<file path="src/rtl/fetch_queue.sv">
// Instruction-fetch front end: PC generation (trap > branch > sequential), credit-limited
// imem requests with in-order tag tracking, and a DEPTH-entry {pc, instr} decode buffer.
module fetch_queue #(
    parameter int          N        = 64,
    parameter int          ILEN     = 32,
    parameter int          DEPTH    = 4,
    parameter logic [N-1:0] RESET_PC = '0
) (
    input  logic            clk,
    input  logic            reset,
    input  logic [N-1:0]    PC_Trap,
    input  logic            interruptSignal,
    input  logic [N-1:0]    PCBranch_F,
    input  logic            PCSrc_F,
    output logic            imem_req_valid,
    input  logic            imem_req_ready,
    output logic [N-1:0]    imem_addr_F,
    input  logic            imem_resp_valid,
    input  logic [ILEN-1:0] imem_resp_data,
    output logic            inst_valid_D,
    input  logic            inst_ready_D,
    output logic [ILEN-1:0] inst_D,
    output logic [N-1:0]    pc_D
);
    localparam int PW = $clog2(DEPTH);
    localparam int CW = $clog2(DEPTH + 1);
    localparam int SW = CW + 2;

    logic [N-1:0]    pc;
    logic [N-1:0]    buf_pc    [DEPTH];
    logic [ILEN-1:0] buf_instr [DEPTH];
    logic [N-1:0]    tag_pc    [DEPTH];
    logic [PW-1:0]   head;
    logic [PW-1:0]   tail;
    logic [PW-1:0]   tag_head;
    logic [PW-1:0]   tag_tail;
    logic [CW-1:0]   count;
    logic [CW-1:0]   outstanding;
    logic [CW-1:0]   drop;

    logic            redirect;
    logic [N-1:0]    target;
    logic [SW-1:0]   credit_used;
    logic            req_fire;
    logic            resp_stale;
    logic            resp_live;
    logic            enq;
    logic            deq;

    // Handshakes: a transfer happens on a rising edge where valid and ready are both high;
    // valid never depends on ready, and responses are accepted unconditionally.
    assign redirect    = interruptSignal | PCSrc_F;
    assign target      = interruptSignal ? PC_Trap : PCBranch_F;
    assign credit_used = SW'(count) + SW'(outstanding) + SW'(drop);

    assign imem_req_valid = reset & ~redirect & (credit_used < SW'(DEPTH));
    assign imem_addr_F    = pc;
    assign req_fire       = imem_req_valid & imem_req_ready;

    // Stale responses (issued before a redirect) are consumed first, in order.
    assign resp_stale = imem_resp_valid & (drop != '0);
    assign resp_live  = imem_resp_valid & (drop == '0);
    assign enq        = resp_live & ~redirect;

    assign inst_valid_D = (count != '0) & ~redirect;
    assign deq          = inst_valid_D & inst_ready_D;
    assign inst_D       = buf_instr[head];
    assign pc_D         = buf_pc[head];

    always_ff @(posedge clk or negedge reset) begin
        if (!reset) begin
            pc          <= RESET_PC;
            head        <= '0;
            tail        <= '0;
            tag_head    <= '0;
            tag_tail    <= '0;
            count       <= '0;
            outstanding <= '0;
            drop        <= '0;
        end else if (redirect) begin
            // Every in-flight request, minus one answered this cycle, becomes stale.
            pc          <= target;
            head        <= '0;
            tail        <= '0;
            tag_head    <= '0;
            tag_tail    <= '0;
            count       <= '0;
            outstanding <= '0;
            drop        <= drop + outstanding - CW'(imem_resp_valid);
        end else begin
            if (req_fire) begin
                pc       <= pc + N'(4);
                tag_tail <= tag_tail + PW'(1);
            end
            if (enq) begin
                tail     <= tail + PW'(1);
                tag_head <= tag_head + PW'(1);
            end
            if (deq) begin
                head <= head + PW'(1);
            end
            if (resp_stale) begin
                drop <= drop - CW'(1);
            end
            count       <= count + CW'(enq) - CW'(deq);
            outstanding <= outstanding + CW'(req_fire) - CW'(enq);
        end
    end

    always_ff @(posedge clk) begin
        if (req_fire) begin
            tag_pc[tag_tail] <= pc;
        end
        if (enq) begin
            buf_pc[tail]    <= tag_pc[tag_head];
            buf_instr[tail] <= imem_resp_data;
        end
    end

`ifndef SYNTHESIS
    // The credit rule makes a live response into a full buffer impossible.
    assert property (@(posedge clk) disable iff (!reset)
        !(resp_live && (count == CW'(DEPTH))))
        else $error("fetch_queue: live response arrived with buffer full");
`endif

endmodule
</file>
<file path="config.mk">
export PLATFORM = sky130hd
export DESIGN_NAME = fetch_queue
export DESIGN_NICKNAME = d
export VERILOG_FILES = /design/src/rtl/fetch_queue.sv
export SDC_FILE = /design/constraint.sdc
export NUM_CORES = 1
export LEC_CHECK = 0
export CAP_MARGIN = 10
export CELL_PAD_IN_SITES_DETAIL_PLACEMENT = 1
export CELL_PAD_IN_SITES_GLOBAL_PLACEMENT = 2
export CORE_AREA = 2 2 264 370
export CTS_BUF_LIST = sky130_fd_sc_hd__clkbuf_16
export DETAILED_ROUTE_END_ITERATION = 6
export DIE_AREA = 0 0 266 372
export MAX_ROUTING_LAYER = met4
export PLACE_DENSITY_LB_ADDON = 0.1
export SLEW_MARGIN = 30
export SYNTH_ARGS = -nofsm -noshare
export SYNTH_HDL_FRONTEND = slang
export SYNTH_SLANG_ARGS = --single-unit
</file>
<file path="constraint.sdc">
create_clock -name clk -period 8.1 [get_ports clk]
set_input_delay 0.81 -clock clk [delete_from_list [all_inputs] [get_ports clk]]
set_output_delay 0.81 -clock clk [all_outputs]
set_load 0.05 [all_outputs]
</file>
==> Word level (Yosys, flattened, before mapping) <==
Memory sizes are Yosys's and may differ from the RTL's.
Index checks and enable logic that the tools add are counted.
{ "op_classes": {"n_addsub": 14, "multipliers": 0, "div_mod_pow": 0, "magnitude_cmp": 1, "n_eq_ne": 0, "shift": 0, "muxes": 19, "bitwise_logic": 10, "reduce_logical": 7} }
{ "op_table": {"columns": ["cell", "n"], "rows": [
  ["$mux W64", 3],
  ["$add A64 B3 Y64 const B", 1],
  ["$mux W2", 8],
  ["$mux W3", 4],
  ["$sub A3 B1 Y3", 3],
  ["$add A2 B1 Y2 const B", 4],
  ["$and A1 B1 Y1", 8],
  ["$reduce_bool A2 Y1", 4],
  ["$add A3 B1 Y3", 2],
  ["$reduce_bool A3 Y1", 2],
  ["$add A4 B3 Y5", 1],
  ["$lt A5 B3 Y1 const B", 1],
  ["$add A3 B3 Y4", 1],
  ["$mux W1", 4],
  ["$add A3 B3 Y3", 1],
  ["$logic_not A3 Y1", 1],
  ["$sub A3 B1 Y3 const B", 1],
  ["$not A1 Y1", 1],
  ["$or A1 B1 Y1", 1]
]} }
{ "totals": {"reg_bits": 81, "latchBits": 0, "ram_bits": 640, "rom_bits": 0, "input_bits": 167, "output_inout_bits": 162, "mem_count": 3} }
{ "memory_table": {"columns": ["memory", "depth", "width", "read_ports", "rd_ports_with_merged_regs", "wr", "line_no", "rtl"], "rows": [
  ["buf_pc", 4, 64, 1, 0, 1, "30", "logic [N-1:0] buf_pc [DEPTH];"],
  ["tag_pc", 4, 64, 1, 0, 1, "32", "logic [N-1:0] tag_pc [DEPTH];"],
  ["buf_instr", 4, 32, 1, 0, 1, "31", "logic [ILEN-1:0] buf_instr [DEPTH];"]
]} }

==> Depth between registers and ports, before layout <==
{ "depth": {"ltp_word": 8, "depth_mapped": 16} }

==> Worst setup path after synthesis <==
Ideal clock, no wire load.
{ "synth_timing": {"path_kind": "input port to flip-flop", "startpoint": "input PCSrc_F", "endpoint": "memory buf_instr[0][0] (enable)", "setup_time_ns": 0.466, "arrival_ns": 3.947, "required_time_ns": 7.634, "path_slack_ns": 3.688, "stages": 5, "cell_sequence": "clkbuf_1 or2_2 clkbuf_1 nor2_1 and2_1"} }
{ "synth_between": {"elab_chain_cells": 5} }
{ "synth_rtl": {"columns": ["item", "line_no", "rtl"], "rows": [
  ["start, declared", "14", "input logic PCSrc_F,"],
  ["$or A1 B1 Y1", "52", "assign redirect = interruptSignal | PCSrc_F;"],
  ["$not A1 Y1", "63", "assign enq = resp_live & ~redirect;"],
  ["$and A1 B1 Y1", "63", null],
  ["$mux W1", "114", "if (enq) begin"],
  ["$mux W1 (implied by the code)", "116", "buf_instr[tail] <= imem_resp_data;"],
  ["end, declared", "31", null]
]} }
No other way between the ends.

==> Final worst setup path <==
{ "layout_timing": {"startpoint": "register outstanding[1]", "endpoint": "output imem_req_valid"} }
{ "layout_between": {"elab_chain_cells": 4} }
{ "layout_rtl": {"columns": ["item", "line_no", "rtl"], "rows": [
  ["start, declared", "38", "logic [CW-1:0] outstanding;"],
  ["start signal, assigned", "106", "outstanding <= outstanding + CW'(req_fire) - CW'(enq);"],
  ["$add A3 B3 Y4", "54", "assign credit_used = SW'(count) + SW'(outstanding) + SW'(drop);"],
  ["$add A4 B3 Y5", "54", null],
  ["$lt A5 B3 Y1", "56", "assign imem_req_valid = reset & ~redirect & (credit_used < SW'(DEPTH));"],
  ["$and A1 B1 Y1", "56", null],
  ["end, declared", "15", "output logic imem_req_valid,"]
]} }
No other way between the ends.

==> out/qor.yml <==
run_status: "completed"
row_count: 135
syn-cell-area_um2: 28500
fillers: 9394
cts_setup_buffers: 0
synthArstFlopShare: 0.1123
synth_nets: 1653
nets: 2016
start_util: 0.2970
ys_seq_area_frac: 0.7455
path_class: "reg -> out"
finalSetupViolCount: 0
cp_cell_sequence: "inv_1, fa_1, nor2_1, fa_1, nor3b_1, o32ai_2, nor4b_1, clkdlybuf4s50_1"
numCtsBuffers: 77
die_w_um: 266
max_stage_delay_ns: 0.93
fmax_mhz: 202.2
reg2reg_setup_slack_ns: 4.15
r2r-end: "tag_pc[0][50]"
ctsResizeCount: 0
overflow: 0
synth-seq-cells: 721
clock-sinks: 721
path_clk_slew_ns: 0.07
synth_common_cells: "edfxtp_1, mux4_2, dfrtp_1"
first_global_vias: 16800
cts_tree: "done"
yosysTopAreaCellShare: 0.6744
core_area_um2: 95940
clk_path_buf_depth: 3
io_pins: 329
htreeDepth: 3
critPathLaunchType: "register"
fin_worst_skew_ns: 0.02476
finalPower_mw: 8.450
fin_crit_sh: 0.6106
r2r-start: "outstanding[1]"
drc: 0
pwr-share-clk: 0.406
power_leakage_nw: 11.32
switchingPower_mw: 2.030
synthCells: 1460
tns_ns: 0
p_per_area_nw_per_um2: 236.2
reg2reg_depth: 8
die-area_um2: 98950
p_int_mw: 6.420
post_drt_wl_per_cell_um: 26.47
comb_power_share: 0.088
antenna_found_initial: 2
grt_start_max_net_pins: 64
grt_setup_unrepaired: "no"
hold_viol_final: 0
cpLargestDelayFamily: "simple AND/OR/NAND/NOR gates"
viasPerCell: 4.847
critPathMaxFanout: 6
fin_crit_ns: 4.946
worstMarginPinSlew_ns: 0.9492
worst_slew_margin_rel: 0.3619
synth-main-ff-cell: "edfxtp_1"
seq_power_share: 0.506
place_congestion: 0.7147
io_buffers: 328
synth_area_leaders: "edfxtp_1, mux4_2, dfrtp_1"
cp-end-kind: "output port"
min_path_type: "in -> async"
cp_data_required_time_ns: 7.29
route.vias.total: 15100
drv_slew: 0
synth-edff-count: 640
antenna_left: 0
ys_warn_count: 0
wl_mm: 82.45
crit_path_top_delay_cell: "clkdlybuf4s50_1"
syn_avg_cell_area_um2: 19.52
synthToLayoutAreaGrowth_pct: 25.53
hpwl_mm: 54.13
root_buffer: "clkbuf_16"
cap_violations: 0
grt_use_total: 0.1738
yosys.area.top_type: "edfxtp_1"
crit_arrival_ns: 4.14
synth.most_common_cell: "edfxtp_1"
swShare: 0.2402
cpMostUsedCell: "fa_1"
path_buf_inv: 2
cts_hold_buf: 0
firstDrtPassIters: 5
drtIter0Drc: 810
clock_latency_ns: 0.63
drive_gt1_frac: 0.1702
grt_pass1_wl_mm: 120.2
peakVddDrop_mv: 0.1435
ys_types: 54
die_height_um: 372
==> power groups by stage <==
stage	clock network, mW	logic, mW	registers, mW
3_5_place_dp	0	0.754	4.36
5_1_grt	3.66	0.800	4.29
4_1_cts	3.54	0.757	4.28
3_3_place_gp	0	0.747	4.35
6_report	3.43	0.742	4.27
2_1_floorplan	0	0.316	4.41
==> logic make-up (layout without fill, tap and decap cells) <==
kind of cell | after synthesis | in the layout | synth area share
DFF | 721 | 721 | 0.7455
and+or+nand+nor | 236 | 236 | 0.04663
muxes | 172 | 172 | 0.1307
AOI/OAI and AO/OA | 147 | 147 | 0.03210
buffers and inverters | 96 | 516 | 0.01300
xor gates and xnor gates | 62 | 62 | 0.01906
adders and majority gates | 26 | 26 | 0.01300
other | 0 | 2 | 0
==> placed cells by master (no fill, tap or decap), types with 10 or more instances in the layout <==
master           Yosys  routed
edfxtp_1           640     640
nand4_1             21      21
o21ai_0             18      18
xnor2_1             29      29
xor2_1              33      33
mux2i_1             11      11
nor4_1              14      14
mux4_2             160     160
nor2_1              24      22
buf_4                1      23
clkinv_1             1      14
inv_1               23      42
o21ai_1             15      15
nand2_1             51      51
ha_1                20      20
clkinv_2             0      10
dfrtp_1             81      77
clkdlybuf4s50_1      0     326
clkbuf_16            0      77
a21oi_1             45      45
nor2b_1             33      32
a211oi_1            30      30
nand3_1             31      31
a22oi_1             18      18
==> worst max path at each step <==
stage	depth (start not counted)	to	start	slack, ns
after global routing	8	imem_req_valid	count[1]	2.98
after floorplan	5	buf_instr[0][0]	PCSrc_F	3.69
final	8	imem_req_valid	outstanding[1]	3.15
after detailed placement	7	buf_instr[2][22]	PCSrc_F	3.40
after CTS	8	imem_req_valid	outstanding[1]	3.16
after global placement	6	buf_instr[2][22]	PCSrc_F	3.35
==> area by class of cell <==
cell class	instances	area, um^2	share of cell area
Sequential cell	721	21260	0.5943
Multi-Input combinational cell	643	6924	0.1936
Timing Repair Buffer	355	3537	0.09888
Clock buffer	77	1927	0.05386
Tap cell	1233	1543	0.04313
Clock inverter	59	483.0	0.01350
Inverter	25	93.84	0.002623
Antenna cell	2	5.005	0.0001399
==> per-layer routing <==
| metal | vias to the layer above | global-route usage | wire length, um |
|---|---|---|---|
| li1 | 6648 | - | - |
| met1 | 8020 | 0.2231 | 36670 |
| met2 | 336 | 0.2909 | 41340 |
| met3 | 93 | 0.02821 | 3141 |
| met4 | 0 | 0.03803 | 1294 |
| met5 | - | - | 0 |
==> state kept, by name, indices dropped and copies added, names as in the netlist <==
register     cells
buf_pc         256
tag_head         2
head             2
imem_addr_F     64
outstanding      3
count            3
buf_instr      128
tag_pc         256
tail             2
tag_tail         2
drop             3
==> metrics by stage <==
stage	cell area, um^2	instances	utilization	hold WS [ns]	worst slack (ns)
2_1_floorplan	28500	1460	-	0.5053	3.688
3_3_place_gp	33270	2973	0.3468	0.5268	3.346
3_5_place_dp	33290	2974	0.3470	0.5402	3.401
4_1_cts	35700	3110	0.3721	0.08336	3.165
5_1_grt	35770	3115	0.3729	0.1067	2.982
6_report	35770	3115	0.3729	0.1087	3.154
No activity file was read; power rests on OpenSTA's default activity.
